File: src/rtl/mem_arbiter.sv
// Round-robin arbiter/sequencer between the CPU (port c) and the loader (port l) for a
// BRAM with a two-cycle read latency. Each access is a request/done handshake.
module mem_arbiter #(
  parameter int ADDR_W = 16,
  parameter int DATA_W = 16
) (
  input  logic              clk,
  input  logic              reset,
  input  logic              c_req,
  input  logic              c_we,
  input  logic [ADDR_W-1:0] c_addr,
  input  logic [DATA_W-1:0] c_wdata,
  output logic [DATA_W-1:0] c_rdata,
  output logic              c_done,
  input  logic              l_req,
  input  logic              l_we,
  input  logic [ADDR_W-1:0] l_addr,
  input  logic [DATA_W-1:0] l_wdata,
  output logic [DATA_W-1:0] l_rdata,
  output logic              l_done,
  output logic              busy,
  output logic              gnt_l,
  output logic              mem_ena,
  output logic              mem_wea,
  output logic [ADDR_W-1:0] mem_addr,
  output logic [DATA_W-1:0] mem_din,
  input  logic [DATA_W-1:0] mem_dout
);

  typedef enum logic [2:0] {IDLE, RD1, RD2, RD3, WR, DONE} state_t;

  state_t            state_q, state_d;
  logic              last_l_q, last_l_d;
  logic              gnt_l_q, gnt_l_d;
  logic [ADDR_W-1:0] addr_q, addr_d;
  logic [DATA_W-1:0] wdata_q, wdata_d;
  logic [DATA_W-1:0] c_rdata_q, c_rdata_d;
  logic [DATA_W-1:0] l_rdata_q, l_rdata_d;
  logic              pick_l;
  logic              sel_we;

  always_ff @(posedge clk) begin
    if (reset) begin
      state_q   <= IDLE;
      last_l_q  <= 1'b1;
      gnt_l_q   <= 1'b0;
      addr_q    <= '0;
      wdata_q   <= '0;
      c_rdata_q <= '0;
      l_rdata_q <= '0;
    end else begin
      state_q   <= state_d;
      last_l_q  <= last_l_d;
      gnt_l_q   <= gnt_l_d;
      addr_q    <= addr_d;
      wdata_q   <= wdata_d;
      c_rdata_q <= c_rdata_d;
      l_rdata_q <= l_rdata_d;
    end
  end

  always_comb begin
    state_d   = state_q;
    last_l_d  = last_l_q;
    gnt_l_d   = gnt_l_q;
    addr_d    = addr_q;
    wdata_d   = wdata_q;
    c_rdata_d = c_rdata_q;
    l_rdata_d = l_rdata_q;
    // On a tie the loader wins only if the CPU was granted last.
    pick_l    = l_req && (!c_req || !last_l_q);
    sel_we    = pick_l ? l_we : c_we;
    unique case (state_q)
      IDLE: begin
        if (c_req || l_req) begin
          gnt_l_d = pick_l;
          addr_d  = pick_l ? l_addr  : c_addr;
          wdata_d = pick_l ? l_wdata : c_wdata;
          state_d = sel_we ? WR : RD1;
        end
      end
      RD1: state_d = RD2;
      RD2: state_d = RD3;
      RD3: begin
        if (gnt_l_q) l_rdata_d = mem_dout;
        else         c_rdata_d = mem_dout;
        state_d = DONE;
      end
      WR:  state_d = DONE;
      DONE: begin
        last_l_d = gnt_l_q;
        state_d  = IDLE;
      end
      default: state_d = IDLE;
    endcase
  end

  assign busy     = (state_q != IDLE);
  assign gnt_l    = gnt_l_q;
  assign mem_ena  = (state_q == RD1) || (state_q == RD2) || (state_q == RD3) || (state_q == WR);
  assign mem_wea  = (state_q == WR);
  assign mem_addr = addr_q;
  assign mem_din  = wdata_q;
  assign c_done   = (state_q == DONE) && !gnt_l_q;
  assign l_done   = (state_q == DONE) &&  gnt_l_q;
  assign c_rdata  = c_rdata_q;
  assign l_rdata  = l_rdata_q;

endmodule

File: config.mk
export PLATFORM = sky130hd
export DESIGN_NAME = mem_arbiter
export DESIGN_NICKNAME = d
export VERILOG_FILES = /design/src/rtl/mem_arbiter.sv
export SDC_FILE = /design/constraint.sdc
export NUM_CORES = 1
export LEC_CHECK = 0
export CAP_MARGIN = 20
export CORE_MARGIN = 3
export CORE_UTILIZATION = 40
export DETAILED_ROUTE_END_ITERATION = 6
export PLACE_DENSITY = 0.83
export SKIP_LAST_GASP = 1
export SLEW_MARGIN = 20
export SYNTH_ARGS = -nofsm -noshare
export SYNTH_HDL_FRONTEND = slang
export SYNTH_SLANG_ARGS = --single-unit
File: constraint.sdc
create_clock -name clk -period 1.9 [get_ports clk]
set_input_delay 0.38 -clock clk [delete_from_list [all_inputs] [get_ports clk]]
set_output_delay 0.38 -clock clk [all_outputs]
set_load 0.02 [all_outputs]
[Word-level counts from Yosys, hierarchy flattened]
Cells that the tools add are included.
Word-level totals
  register bits after elaboration: 69
  input bits: 86
  output and inout port bits: 70
  logic and storage cells: 37
Cells by class
  equality and inequality tests: 6
  muxes and demuxes: 6
  bitwise operators: 1
  reduce and logical (&&, ||, !) cells: 17
Operator list (number)
  16-bit 2-to-1 mux: 2
  3-bit one-hot mux with 4 select lines: 1
  3-bit by 2-bit equality test with 1-bit output, second input constant: 2
  3-bit equality test, second input constant: 2
  3-bit 2-to-1 mux: 2
  2-bit AND reduction: 3
  1-bit logical OR: 5
  3-bit by 1-bit equality test with 1-bit output, second input constant: 1
  1-bit logical AND: 3
  1-bit logical NOT: 3
  3-bit logical NOT: 1
  3-bit nonzero test: 1
  2-bit != test, second input constant: 1
  2-bit OR reduction: 1
  1-bit 2-to-1 mux: 1
  1-bit NOT: 1

[Depth between registers and ports, before layout]
  depth after elaboration: 7
  mapped depth: 6
  mapped depth without buffers: 4

[Least setup slack after synthesis]
No wires, ideal clock.
  path kind: register to register
  from: register state_q[2]
  to: register addr_q[12] (netlist: mem_addr[12])
  setup time: 0.140 ns
  arrival: 1.282 ns
  required time: 1.760 ns
  setup slack: 0.478 ns
  stages on the path, launching flop included: 7
  path buffers: 2
  clock period less this slack: 1.422 ns
  path through: dfxtp_1 -> buf_6 -> nor3_4 -> inv_4 -> nor2_8 -> buf_6 -> a211oi_1
On the way
  word-level cells in the longest chain between the ends: 2
Ends and longest elaborated chain
  start, declared: line 32  | state_t state_q, state_d;
  start signal, assigned: line 52  | state_q <= state_d;
  3-bit logical NOT: line 73  | unique case (state_q)
  2-bit AND reduction (no source line)
  end signal, assigned: line 55  | addr_q <= addr_d;
  end, declared: line 35  | logic [ADDR_W-1:0] addr_q, addr_d;
Every way passes these cells.
A chain may end at the register's enable or synchronous reset.

[Worst setup path after layout]
  from: register state_q[1]
  to: output l_done
On the way
  word-level cells in the longest chain between the ends: 2
Ends and longest elaborated chain
  3-bit equality test: line 105  | assign l_done = (state_q == DONE) && gnt_l_q;
  1-bit logical AND: line 105
  end, declared: line 20  | output logic l_done,
Every way passes these cells.

==> results.md <==
* H-tree depth at 3
* Clock network fraction of total power at 0.229
* Crit path kind: flop to primary output
* Chip width at 92.8 um
* Average vias per placed instance at 5.09
* Max Cap Viol at 0
* WL/cell at 14.9 um
* Max IR drop VDD at 0.705 mV
* Combinational share of power at 0.435
* Post-CTS Hold Buffers at 0
* CP max-delay cell: dfxtp_1
* RSZ-0062 raised after global routing: true
* CP Cell Sequence: nand3b_1 -> nor2_1 -> clkdlybuf4s15_1
* TritonCTS clock tree: built
* Clk buf depth at 2
* Net Switching at 2.03 mW
* Final period util at 0.946
* DP HPWL at 6510 um
* GR Overflow Total at 0
* DRT iter0 DRCs at 83
* First-pass GRT wire length at 13,800 um
* Cell count after placement at 566
* Hold Path Sink: l_rdata[15]
* IO buf count at 155
* Sw frac at 0.357
* Final Slew Violations at 0
* Total GRT Usage at 0.201
* Part of the Yosys area used for sequential elements at 0.459
* Vias in the first global route at 2,899
* Internal Power at 3.66 mW
* Core area at 7290 um2
* Area after DPL at 4650 um2
* Status: complete, no violations
* CP max FO at 7
* Final nets at 564
* Hold Path Class: flop to flop
* Syn_area_per_cell at 9.18 um2
* Drt pass-1 iters at 4
* Reg-to-Reg End: mem_din[5]
* Worst path bufs/invs at 1
* Mapped Cells at 328
* Worst-margin pin slew at 558 ps
* DIE HEIGHT at 92.8 um
* Fin Clk Skew at 9.88 ps
* Gpl congestion at 0.740
* Ant diodes at 0
* # DRC at 0
* Synth-to-layout area growth at 61.4%
* Required time worst endpoint at 1520 ps
* Total wire length at 8690 um
* Worst path arrival time at 1420 ps
* Standard-cell row count at 31
* Register bit total from synthesis at 69
* Layout Utilization at 0.667
* Most common cell after layout, fill and taps aside: clkdlybuf4s50_1
* Finished Layout Cells at 582
* Commonest non-fill, non-tap cells in the layout: clkdlybuf4s50_1, dfxtp_1, a21oi_1, nand2_1, mux2i_1
* Largest net degree at the start of global routing at 34
* Share of cells above drive strength 1 at 0.104
* FILL cells at 604
* Initial core utilization at 0.413
* Pleak at 1.73 nW
* CP Capture Type: primary output
* FF-to-FF setup slack at 250 ps
* Clk Latency, worst-skew pair at 330 ps
* Worst path depth at 3
* R2r startpoint: state_q[1]
* Worst r2r path cells at 5
* Mapped Nets at 414
* Final-report hold violation count at 0
* Max transition margin at 0.628
* Clock transition at the registers of the reported paths at 70 ps
* Sequential share of power at 0.336
* Period minus WS final at 1800 ps
* DR vias at 2,961
* Yosys warns at 0
* IO Pins at 156
* Critical Path Start Type: flop
* Worst Hold Path Cells at 2
* Total CTS buffers at 9
* Initial antenna violation count at 0
* Post-route cell area at 4860 um2
* Synth cell types at 36
* Clock net sink count at 69
* Root buf cell: clkbuf_8
* Pwr dens at 1170 nW/um2
* Total power at 5.69 mW
* Syn Std Cell Area at 3010 um2
* CP max stage delay at 370 ps
* CP delay by family, top: simple AND/OR/NAND/NOR gates
* Number of post-CTS setup repair buffers at 0
* Max Fclk at 0.556 GHz
* Hold Startpoint: l_rdata[15]
* # setup viols final at 0
* Die area at 8610 um2
* Final ANT Viol Nets at 0
cell type report:
| class | instances | area [um2] | share of cell area |
|---|---|---|---|
| clock inverter | 7 | 96.3 | 0.0198 |
| multi-input combinational | 224 | 1410 | 0.291 |
| clock buffer | 9 | 124 | 0.0255 |
| inverter | 3 | 13.8 | 0.00283 |
| tap | 99 | 124 | 0.0255 |
| timing repair buffer | 171 | 1710 | 0.352 |
| sequential | 69 | 1380 | 0.284 |
worst max path at each step:
stage	startpoint	to	slack (ps)
2_1_floorplan	state_q[2]	mem_addr[12]	480
3_3_place_gp	l_req	mem_din[0]	80
3_5_place_dp	l_req	mem_addr[9]	20
4_1_cts	state_q[1]	l_done	50
5_1_grt	state_q[1]	mem_wea	-0.3
6_report	state_q[1]	l_done	100
layer usage:
layer | share of wire | track usage | vias to the layer above | wire length [um]
met5 | 0 | 0 | - | 0
met1 | 0.41 | 0.238 | 1341 | 3530
met2 | 0.48 | 0.341 | 156 | 4180
met3 | 0.10 | 0.0650 | 10 | 903
li1 | - | - | 1454 | -
met4 | 0.0081 | 0.0672 | 0 | 70
worst reg2reg max path: cells and delay by family, from the launching register on:
kind | cells | cell delay [ps]
buffers and inverters | 2 | 570
AO/OA/AOI/OAI | 2 | 390
AND/OR/NAND/NOR | 1 | 230
flip-flops | 1 | 370
registers in the layout, indices dropped and copies added (netlist names):
name,flops
l_rdata,16
gnt_l,1
last_l_q,1
c_rdata,16
mem_addr,16
state_q,3
mem_din,16
timing repair:
action | in CTS | in global routing
pin swaps | 0 | 1
setup endpoints to repair | 5 | 4
cloned | 0 | 0
resized for setup | 5 | 4
power by group through the flow:
| stage | Combinational (mW) | Sequential, mW | Clock, mW |
|---|---|---|---|
| 2_1_floorplan | 1.19 | 2.24 | 0 |
| 4_1_cts | 2.49 | 1.91 | 1.34 |
| 3_3_place_gp | 2.47 | 1.94 | 0 |
| 5_1_grt | 2.66 | 1.95 | 1.41 |
| 6_report | 2.47 | 1.91 | 1.30 |
| 3_5_place_dp | 2.52 | 1.94 | 0 |
stage by stage:
step           TNS [ps]  worst slack [ps]  hold slack, ps
2_1_floorplan         0               478             471
3_3_place_gp          0              81.6             441
3_5_place_dp          0              18.6             447
4_1_cts               0              54.9             457
5_1_grt          -0.325            -0.325             476
6_report              0               102             455
cells in the mapped netlist:
library cell	n	area, um2
dfxtp_1	69	1380
a21oi_1	66	330
nand2_1	65	244
mux2i_1	32	320
a211oi_1	25	188
clkbuf_1	11	41.3
buf_4	8	60.1
a211oi_2	7	87.6
buf_6	7	78.8
nor2_1	5	18.8
buf_2	4	20.0
clkbuf_2	2	10.0
inv_1	2	7.51
nand3b_1	2	15.0
xnor2_1	2	17.5
a211o_1	1	8.76
a21boi_2	1	11.3
a221oi_1	1	8.76
a311oi_1	1	8.76
and2_1	1	6.26
and3b_2	1	10.0
and4b_2	1	11.3
and4bb_2	1	12.5
inv_4	1	6.26
nand2b_1	1	6.26
nand3_1	1	5.00
nand4b_1	1	8.76
nand4bb_1	1	11.3
nor2_8	1	20.0
nor2b_1	1	6.26
nor3_1	1	5.00
nor3_4	1	16.3
o21ai_0	1	5.00
o41ai_1	1	8.76
or2_2	1	6.26
or3b_2	1	8.76
cell families after synthesis:
group	count (synthesis)	share of synthesized area
xor gates and xnor gates	2	0.00582
buffers and inverters	35	0.0744
AOI/OAI and AO/OA	104	0.218
DFF	69	0.459
muxes	32	0.106
and+or+nand+nor	86	0.137
No activity file was read; power rests on OpenSTA's default activity.
